[src/rtl/ram_loader.sv]
// ram_loader: boot-time image loader in front of the 4096x8 program RAM.
// Parses framed load commands from a valid/ready byte stream, writes the
// payload into RAM and holds the CPU off the RAM port until a GO byte.
//
// Ports:
//   clk       rising-edge clock
//   reset_n   asynchronous active-low reset
//   rx_data   incoming stream byte
//   rx_valid  rx_data is valid
//   rx_ready  loader accepts a byte this cycle (low only after GO)
//   mem_addr  RAM write address
//   mem_data  RAM write data
//   mem_we    RAM write enable, one cycle per accepted payload byte
//   cpu_hold  loader owns the RAM port; falls after GO
//   done      one-cycle pulse for a frame with a good checksum
//   error     sticky error flag, cleared only by reset
module ram_loader #(
  parameter int unsigned TIMEOUT = 1000
) (
  input  logic        clk,
  input  logic        reset_n,
  input  logic [7:0]  rx_data,
  input  logic        rx_valid,
  output logic        rx_ready,
  output logic [11:0] mem_addr,
  output logic [7:0]  mem_data,
  output logic        mem_we,
  output logic        cpu_hold,
  output logic        done,
  output logic        error
);

  localparam int unsigned AW = 12;
  localparam int unsigned DW = 8;
  localparam int unsigned TW = 16;
  localparam logic [TW-1:0] TMO_LAST = TW'(TIMEOUT - 1);

  typedef enum logic [2:0] {
    S_IDLE,
    S_ADDR_HI,
    S_ADDR_LO,
    S_LEN_HI,
    S_LEN_LO,
    S_DATA,
    S_CSUM,
    S_RUN
  } state_t;

  state_t        state_q, state_d;
  logic [DW-1:0] sum_q, sum_d;
  logic [AW-1:0] base_q, base_d;
  logic [AW-1:0] len_q, len_d;   // payload length minus one
  logic [AW-1:0] idx_q, idx_d;
  logic [TW-1:0] tmo_q, tmo_d;

  logic          rx_ready_d;
  logic [AW-1:0] mem_addr_d;
  logic [DW-1:0] mem_data_d;
  logic          mem_we_d;
  logic          cpu_hold_d;
  logic          done_d;
  logic          error_d;

  logic          xfer_c;
  logic [DW-1:0] sum_add_c;

  assign xfer_c    = rx_valid && rx_ready;
  assign sum_add_c = sum_q + rx_data;

  // State and registered outputs
  always_ff @(posedge clk or negedge reset_n) begin
    if (!reset_n) begin
      state_q  <= S_IDLE;
      sum_q    <= '0;
      base_q   <= '0;
      len_q    <= '0;
      idx_q    <= '0;
      tmo_q    <= '0;
      rx_ready <= 1'b1;
      mem_addr <= '0;
      mem_data <= '0;
      mem_we   <= 1'b0;
      cpu_hold <= 1'b1;
      done     <= 1'b0;
      error    <= 1'b0;
    end else begin
      state_q  <= state_d;
      sum_q    <= sum_d;
      base_q   <= base_d;
      len_q    <= len_d;
      idx_q    <= idx_d;
      tmo_q    <= tmo_d;
      rx_ready <= rx_ready_d;
      mem_addr <= mem_addr_d;
      mem_data <= mem_data_d;
      mem_we   <= mem_we_d;
      cpu_hold <= cpu_hold_d;
      done     <= done_d;
      error    <= error_d;
    end
  end

  // Next-state and next-output logic
  always_comb begin
    state_d    = state_q;
    sum_d      = sum_q;
    base_d     = base_q;
    len_d      = len_q;
    idx_d      = idx_q;
    tmo_d      = '0;
    mem_addr_d = mem_addr;
    mem_data_d = mem_data;
    mem_we_d   = 1'b0;
    done_d     = 1'b0;
    error_d    = error;

    case (state_q)
      S_IDLE: begin
        if (xfer_c) begin
          if (rx_data == 8'hA5) begin
            state_d = S_ADDR_HI;
            sum_d   = '0;
          end else if (rx_data == 8'h5A) begin
            state_d = S_RUN;
          end
        end
      end
      S_ADDR_HI: begin
        if (xfer_c) begin
          if (rx_data[7:4] != 4'h0) begin
            error_d = 1'b1;
            state_d = S_IDLE;
          end else begin
            base_d[11:8] = rx_data[3:0];
            sum_d        = sum_add_c;
            state_d      = S_ADDR_LO;
          end
        end
      end
      S_ADDR_LO: begin
        if (xfer_c) begin
          base_d[7:0] = rx_data;
          sum_d       = sum_add_c;
          state_d     = S_LEN_HI;
        end
      end
      S_LEN_HI: begin
        if (xfer_c) begin
          if (rx_data[7:4] != 4'h0) begin
            error_d = 1'b1;
            state_d = S_IDLE;
          end else begin
            len_d[11:8] = rx_data[3:0];
            sum_d       = sum_add_c;
            state_d     = S_LEN_LO;
          end
        end
      end
      S_LEN_LO: begin
        if (xfer_c) begin
          len_d[7:0] = rx_data;
          sum_d      = sum_add_c;
          idx_d      = '0;
          state_d    = S_DATA;
        end
      end
      S_DATA: begin
        if (xfer_c) begin
          mem_we_d   = 1'b1;
          mem_addr_d = base_q + idx_q;   // wraps naturally at 12 bits
          mem_data_d = rx_data;
          sum_d      = sum_add_c;
          idx_d      = idx_q + AW'(1);
          if (idx_q == len_q) begin
            state_d = S_CSUM;
          end
        end
      end
      S_CSUM: begin
        if (xfer_c) begin
          if (sum_add_c == 8'h00) begin
            done_d = 1'b1;
          end else begin
            error_d = 1'b1;
          end
          state_d = S_IDLE;
        end
      end
      S_RUN: begin
      end
    endcase

    // Inter-byte timeout inside a frame; a transfer restarts the count
    if (state_q != S_IDLE && state_q != S_RUN && !xfer_c) begin
      if (tmo_q == TMO_LAST) begin
        error_d = 1'b1;
        state_d = S_IDLE;
      end else begin
        tmo_d = tmo_q + TW'(1);
      end
    end

    // RUN is terminal, so hold and ready both follow it
    rx_ready_d = (state_d != S_RUN);
    cpu_hold_d = (state_d != S_RUN);
  end

endmodule

[config.mk]
export PLATFORM = sky130hd
export DESIGN_NAME = ram_loader
export DESIGN_NICKNAME = d
export VERILOG_FILES = /design/src/rtl/ram_loader.sv
export SDC_FILE = /design/constraint.sdc
export NUM_CORES = 1
export LEC_CHECK = 0
export BUFFER_PORTS_ARGS = -buffer_cell sky130_fd_sc_hd__buf_4
export CORE_UTILIZATION = 49
export DETAILED_ROUTE_END_ITERATION = 6
export GPL_ROUTABILITY_DRIVEN = 0
export GPL_TIMING_DRIVEN = 0
export PLACE_DENSITY = 0.64
export REMOVE_ABC_BUFFERS = 1
export SLEW_MARGIN = 20
export SYNTH_ARGS = -nofsm -noshare
export SYNTH_HDL_FRONTEND = slang
export SYNTH_SLANG_ARGS = --single-unit
[constraint.sdc]
create_clock -name clk -period 6.4 [get_ports clk]
set_clock_uncertainty 0.15 [all_clocks]
set_input_delay 1.28 -clock clk [delete_from_list [all_inputs] [get_ports clk]]
set_output_delay 1.28 -clock clk [all_outputs]
set_load 0.02 [all_outputs]
[After elaboration in Yosys (flattened, before gate mapping)]
Cells that the tools add are included.
Operators by class
  $add $sub $neg: 4
  equality and inequality tests: 19
  mux-type cells: 38
  bitwise gates (word level): 1
  reduce and logical (&&, ||, !) cells: 19
Operators by type and width (number)
  2-to-1 mux 8 bit: 5
  2-to-1 mux 3 bit: 13
  2-to-1 mux 16 bit: 2
  2-to-1 mux 12 bit: 2
  case mux 12 bit (2 select lines): 1
  case mux 8 bit (3 select lines): 1
  case mux 3 bit (7 select lines): 1
  adder 16 x 1 -> 16 bit (second input constant): 1
  == test 16 x 10 -> 1 bit (second input constant): 1
  adder 12 x 1 -> 12 bit (second input constant): 1
  adder 12 bit: 1
  == test 12 bit: 1
  2-to-1 mux 1 bit: 11
  != test 2 bit (second input constant): 5
  == test 3 bit (second input constant): 3
  AND reduction 3 bit: 3
  adder 8 bit: 1
  == test 8 x 7 -> 1 bit (second input constant): 1
  == test 8 bit (second input constant): 1
  zero test 8 bit: 1
  == test 3 x 2 -> 1 bit (second input constant): 2
  != test 3 bit (second input constant): 2
  AND reduction 2 bit: 3
  AND reduction 6 bit: 1
  other kinds (13): 17
Storage, ports and cells
  register bits: 87
  input bits: 11
  output and inout port bits: 25

[Logic depth before layout (Yosys ltp)]
  word-level depth: 8
  gate-level depth with buffers: 9
  mapped depth without buffers: 9

[Worst setup path before layout]
No wires, ideal clock.
  path kind: input to register
  start: input rx_data[0]
  end: register error
  data arrival time: 2.857 ns
  data required time: 6.117 ns
  path slack: 3.261 ns
  stages: 8
  path buffers: 0
  cells stage by stage: ha_1 > fa_1 > a211oi_1 > nor2_1 > xor2_1 > nor3_1 > nor4b_1 > o21ai_0
Between the ends
  longest elaborated chain between the ends: 7
Ends and longest elaborated chain
  start, declared: line 22  | input logic [7:0] rx_data,
  adder 8 bit (*): line 68  | assign sum_add_c = sum_q + rx_data;
  zero test 8 bit (*): line 181  | if (sum_add_c == 8'h00) begin
  2-to-1 mux 1 bit (*): line 181
  2-to-1 mux 1 bit (*): line 180  | if (xfer_c) begin
  case mux 1 bit (2 select lines) (*): line 117  | case (state_q)
  2-to-1 mux 1 bit: line 195  | if (tmo_q == TMO_LAST) begin
  2-to-1 mux 1 bit (*): line 194  | if (state_q != S_IDLE && state_q != S_RUN && !xfer_c) begin
  via error_d: line 62  | logic error_d;
  end signal, assigned: line 99  | error <= error_d;
  end, declared: line 30  | output logic error
The timed path passes the listed nets; every way through them passes the cells marked *.
A chain may end at the register's enable or synchronous reset.

[Final worst setup path]
  start: input rx_data[0]
  end: register done
Between the ends
  longest elaborated chain between the ends: 5
Ends and longest elaborated chain
  adder 8 bit: line 68
  zero test 8 bit: line 181
  2-to-1 mux 1 bit: line 181
  2-to-1 mux 1 bit: line 180
  2-to-1 mux 1 bit: line 117
  via done_d: line 61  | logic done_d;
  end signal, assigned: line 98  | done <= done_d;
  end, declared: line 29  | output logic done,
The timed path passes the listed nets, and every way through them passes these cells.

==> results_tabular.tex <==
\begin{tabular}{lr}
\hline
Metric & Value \\
\hline
\multicolumn{2}{l}{\textbf{STA}} \\
\quad Slew of the pin with the lowest slew margin & 0.907 ns \\
\quad Relative slew slack & 39.3\% \\
\quad Final sum of negative setup slack & 0 ns \\
\quad Upper clock frequency limit & 311 MHz \\
\quad Period Utilization, post-route & 50.2\% \\
\quad Worst hold-check slack & 0.332 ns \\
\quad Count of endpoints failing hold in the final timing report & 0 \\
\quad Setup repair after global routing missed its margin & no \\
\quad Number of setup violations in the final report & 0 \\
\quad Final setup slack of the worst path & 3.18 ns \\
\quad Crit path time final & 3.22 ns \\
\quad Final-report max-slew violation count & 0 \\
\multicolumn{2}{l}{\textbf{Flow run}} \\
\quad Count of max-cap constraint violations & 0 \\
\multicolumn{2}{l}{\textbf{Clocking}} \\
\quad Source-to-sink clock delay at the later pin of the worst-skew pair & 0.36 ns \\
\quad Number of sinks driven by the clock tree & 87 \\
\quad H-tree level count & 3 \\
\quad Number of post-CTS setup repair buffers & 0 \\
\quad CTS tree & yes \\
\quad Post-cts gate resize count & 0 \\
\quad Cts-stage hold buffer count & 0 \\
\quad CTS root buffer & clkbuf\_8 \\
\quad CTS clock-pin slew for the worst setup and hold paths & 0.08 ns \\
\quad Buffers from clock root to sink, at most & 2 \\
\quad Number of clock buffers inserted by TritonCTS & 9 \\
\multicolumn{2}{l}{\textbf{Critical path}} \\
\quad R2r startpoint & state\_q[1] \\
\quad Required time reported for the critical path endpoint & 6.54 ns \\
\quad Crit path max-delay cell type & fa\_1 \\
\quad CP Class & input pin to flop \\
\quad RR Endpoint & len\_q[0] \\
\quad Register-to-register setup slack & 3.56 ns \\
\quad Critical Path, Cell by Cell & buf\_4, ha\_1, fa\_1, a211oi\_1, nor2\_1, xor2\_1, nor3\_1, nor4b\_1, nor2b\_1 \\
\quad Arrival time of data at the critical path endpoint & 3.35 ns \\
\quad Crit end category & flop \\
\quad Worst setup SP type & input pin \\
\quad Biggest cell delay along the critical path & 0.40 ns \\
\quad CP Max Fanout & 8 \\
\quad Worst reg2reg path depth & 4 \\
\multicolumn{2}{l}{\textbf{Floorplan}} \\
\quad Die Y & 100 microns \\
\quad Die X-Extent & 100 microns \\
\quad Row count & 35 \\
\quad Number of I/O pins & 36 \\
\quad Die area & 0.0100 sq mm \\
\quad Core Box Area & 0.00928 sq mm \\
\quad Starting Density & 50.8\% \\
\multicolumn{2}{l}{\textbf{Global routing}} \\
\quad Maximum number of pins on one net before global-route repair & 88 \\
\quad Via count of the first global-routing pass & 3292 \\
\quad Number of antenna violations at the first check in global routing & 0 \\
\quad Global-route wire length before repair & 16200 microns \\
\quad Global-route usage over all layers & 21.0\% \\
\quad Leftover overflow at the end of global routing & 0 \\
\multicolumn{2}{l}{\textbf{Min path}} \\
\quad Worst min-delay path startpoint & mem\_addr[0] \\
\quad Worst hold path cell count & 2 \\
\quad Min-Delay Path Class & flop to flop \\
\quad Worst Hold Path EP & mem\_addr[0] \\
\multicolumn{2}{l}{\textbf{Synth}} \\
\quad Distinct cells, synth & 57 \\
\quad Proportion of synthesized chip area in sequential cells & 46.1\% \\
\quad Number of flops mapped to enable cells by yosys & 0 \\
\quad Most numerous cell in the Yosys netlist & dfrtp\_1 \\
\quad Post-synthesis cell area & 0.00472 sq mm \\
\quad Area share of the leading cell type in the synthesized netlist & 45.6\% \\
\quad Yosys warnings & 0 \\
\quad Cell types occupying the most area after synthesis & dfrtp\_1 (46\%), mux2\_2 (7.4\%), ha\_1 (5.3\%), xor2\_1 (5.2\%), nand2\_1 (3.7\%) \\
\quad Main synth FF type & dfrtp\_1 \\
\quad Share of synthesized registers carrying an async set or reset & 100\% \\
\quad Post-Synthesis Mean Instance Area & 10.3 sq um \\
\quad Leading area contributor after synthesis & dfrtp\_1 \\
\quad Cells after Synth & 460 \\
\quad Post-synth top cells & dfrtp\_1 (86), nand2\_1 (47), nor2\_1 (40), o21ai\_0 (32), mux2\_2 (31) \\
\quad Synth Register Bits & 87 \\
\multicolumn{2}{l}{\textbf{Final layout}} \\
\quad Final Net Count & 523 \\
\quad Antenna cells & 0 \\
\quad Layout filler cell count & 865 \\
\quad Combined area of the multi-input logic cells & 0.00243 sq mm \\
\quad Fraction of final layout cells sized beyond drive strength 1 & 20.3\% \\
\quad Layout Area Growth over Synthesis & 10.7\% \\
\quad Final Util & 56.3\% \\
\quad Register area & 0.00218 sq mm \\
\multicolumn{2}{l}{\textbf{Power}} \\
\quad Total power density per cell area & 381 mW/mm\^{}2 \\
\quad Cell leakage power & 0.00235 uW \\
\quad Share of total power in combinational logic & 42.1\% \\
\quad Internal Pwr Total & 1250 uW \\
\quad Net switching power & 746 uW \\
\quad Power share of the clock group & 16.3\% \\
\quad Worst vdd ir & 0.218 mV \\
\quad Sequential Power Share & 41.7\% \\
\quad Switching Fraction & 37.5\% \\
\multicolumn{2}{l}{\textbf{Drt}} \\
\quad Ratio of routed vias to standard cells & 5.48 \\
\quad Detailed Route Iter0 Violations & 167 \\
\quad Number of vias after detailed routing & 3406 \\
\quad DRC violation count after routing & 0 \\
\quad Routed wire per std cell & 15.2 microns \\
\quad Final WL & 9430 microns \\
\quad Detailed Routing Iterations Pass 1 & 4 \\
\quad Antenna viol nets, final & 0 \\
\multicolumn{2}{l}{\textbf{Placement}} \\
\quad Final HPWL DP & 6520 microns \\
\quad Setup Slack @ Placement & 2.78 ns \\
\quad Number of buffers inserted by port buffering & 35 \\
\multicolumn{2}{l}{\textbf{Outcome}} \\
\quad Outcome & finished clean \\
\hline
\end{tabular}
==> flip-flops by register name, indices dropped and copies added, names as in the netlist, 3 cells and up <==
signal and cells:
idx_q 12, sum_q 8, state_q 3, mem_addr 12, mem_data 8, tmo_q 16
base_q 12, len_q 12
==> metrics by stage <==
stage,power (uW),cell area (sq um),instances
2_1_floorplan,1450,4640,444
3_3_place_gp,1660,5060,608
3_5_place_dp,1680,5070,608
4_1_cts,2010,5220,622
5_1_grt,2160,5230,622
6_report,1990,5230,622
==> per-layer routing <==
layer	vias up	track usage [%]	part of all wire, %	wire length (microns)
met5	-	0	0	0
met4	0	9.59	1.8	167
met3	13	2.79	3.3	313
met2	64	32.0	46	4340
met1	1644	29.8	49	4610
li1	1685	-	-	-
==> power groups by stage <==
| stage | registers [uW] | clock network, uW | logic (uW) |
|---|---|---|---|
| finish | 829 | 324 | 838 |
| CTS | 830 | 336 | 847 |
| detailed placement | 840 | 0 | 842 |
| floorplan | 858 | 0 | 594 |
| global route | 852 | 357 | 948 |
| global placement | 835 | 0 | 828 |
==> worst max-delay path by stage <==
stage,startpoint,endpoint,slack (ns),cells past startpoint
6_report,rx_data[0],done,3.18,9
5_1_grt,rx_data[0],error,2.89,9
4_1_cts,rx_data[0],error,3.16,9
3_5_place_dp,rx_valid,len_q[1],2.78,5
3_3_place_gp,rx_data[0],error,2.81,9
2_1_floorplan,rx_data[0],error,3.26,8
==> layout make-up <==
| cell class | instances | area share, % |
|---|---|---|
| Clock buffer | 10 | 2.44 |
| Clock inverter | 4 | 0.479 |
| Inverter | 11 | 0.790 |
| Multi-Input combinational cell | 346 | 46.4 |
| Sequential cell | 87 | 41.7 |
| Tap cell | 129 | 3.09 |
| Timing Repair Buffer | 35 | 5.10 |
==> placed cells by master (no fill, tap or decap), types with 4 or more instances in the layout <==
| cell type | instances |
|---|---|
| nor2_1 | 40 |
| buf_4 | 34 |
| nand3_1 | 14 |
| a22o_2 | 7 |
| a21o_1 | 5 |
| inv_1 | 11 |
| nor4_1 | 7 |
| nand2_1 | 47 |
| dfrtp_1 | 86 |
| nor3_1 | 14 |
| mux2_2 | 31 |
| o21ai_0 | 32 |
| ha_1 | 20 |
| and3_1 | 4 |
| nand2b_1 | 4 |
| xor2_1 | 28 |
| clkbuf_8 | 9 |
| nand4_1 | 10 |
| a21oi_1 | 18 |
| xnor2_1 | 15 |
==> cells by family after synthesis <==
logic type	Yosys count	synth area share, %
and+or+nand+nor	165	17.7
DFF	87	46.1
AOI/OAI and AO/OA	81	11.0
xor gates and xnor gates	44	8.45
muxes	34	8.03
buffers and inverters	27	2.57
adders and majority gates	22	6.15
==> critical path: cells and delay by family <==
family | cells | cell delay, ns
simple gates | 4 | 0.81
fa+ha+maj | 2 | 0.63
buf+inv | 1 | 0.16
compound gates | 1 | 0.31
xor+xnor | 1 | 0.16
Power figures use the tool's default switching activity.
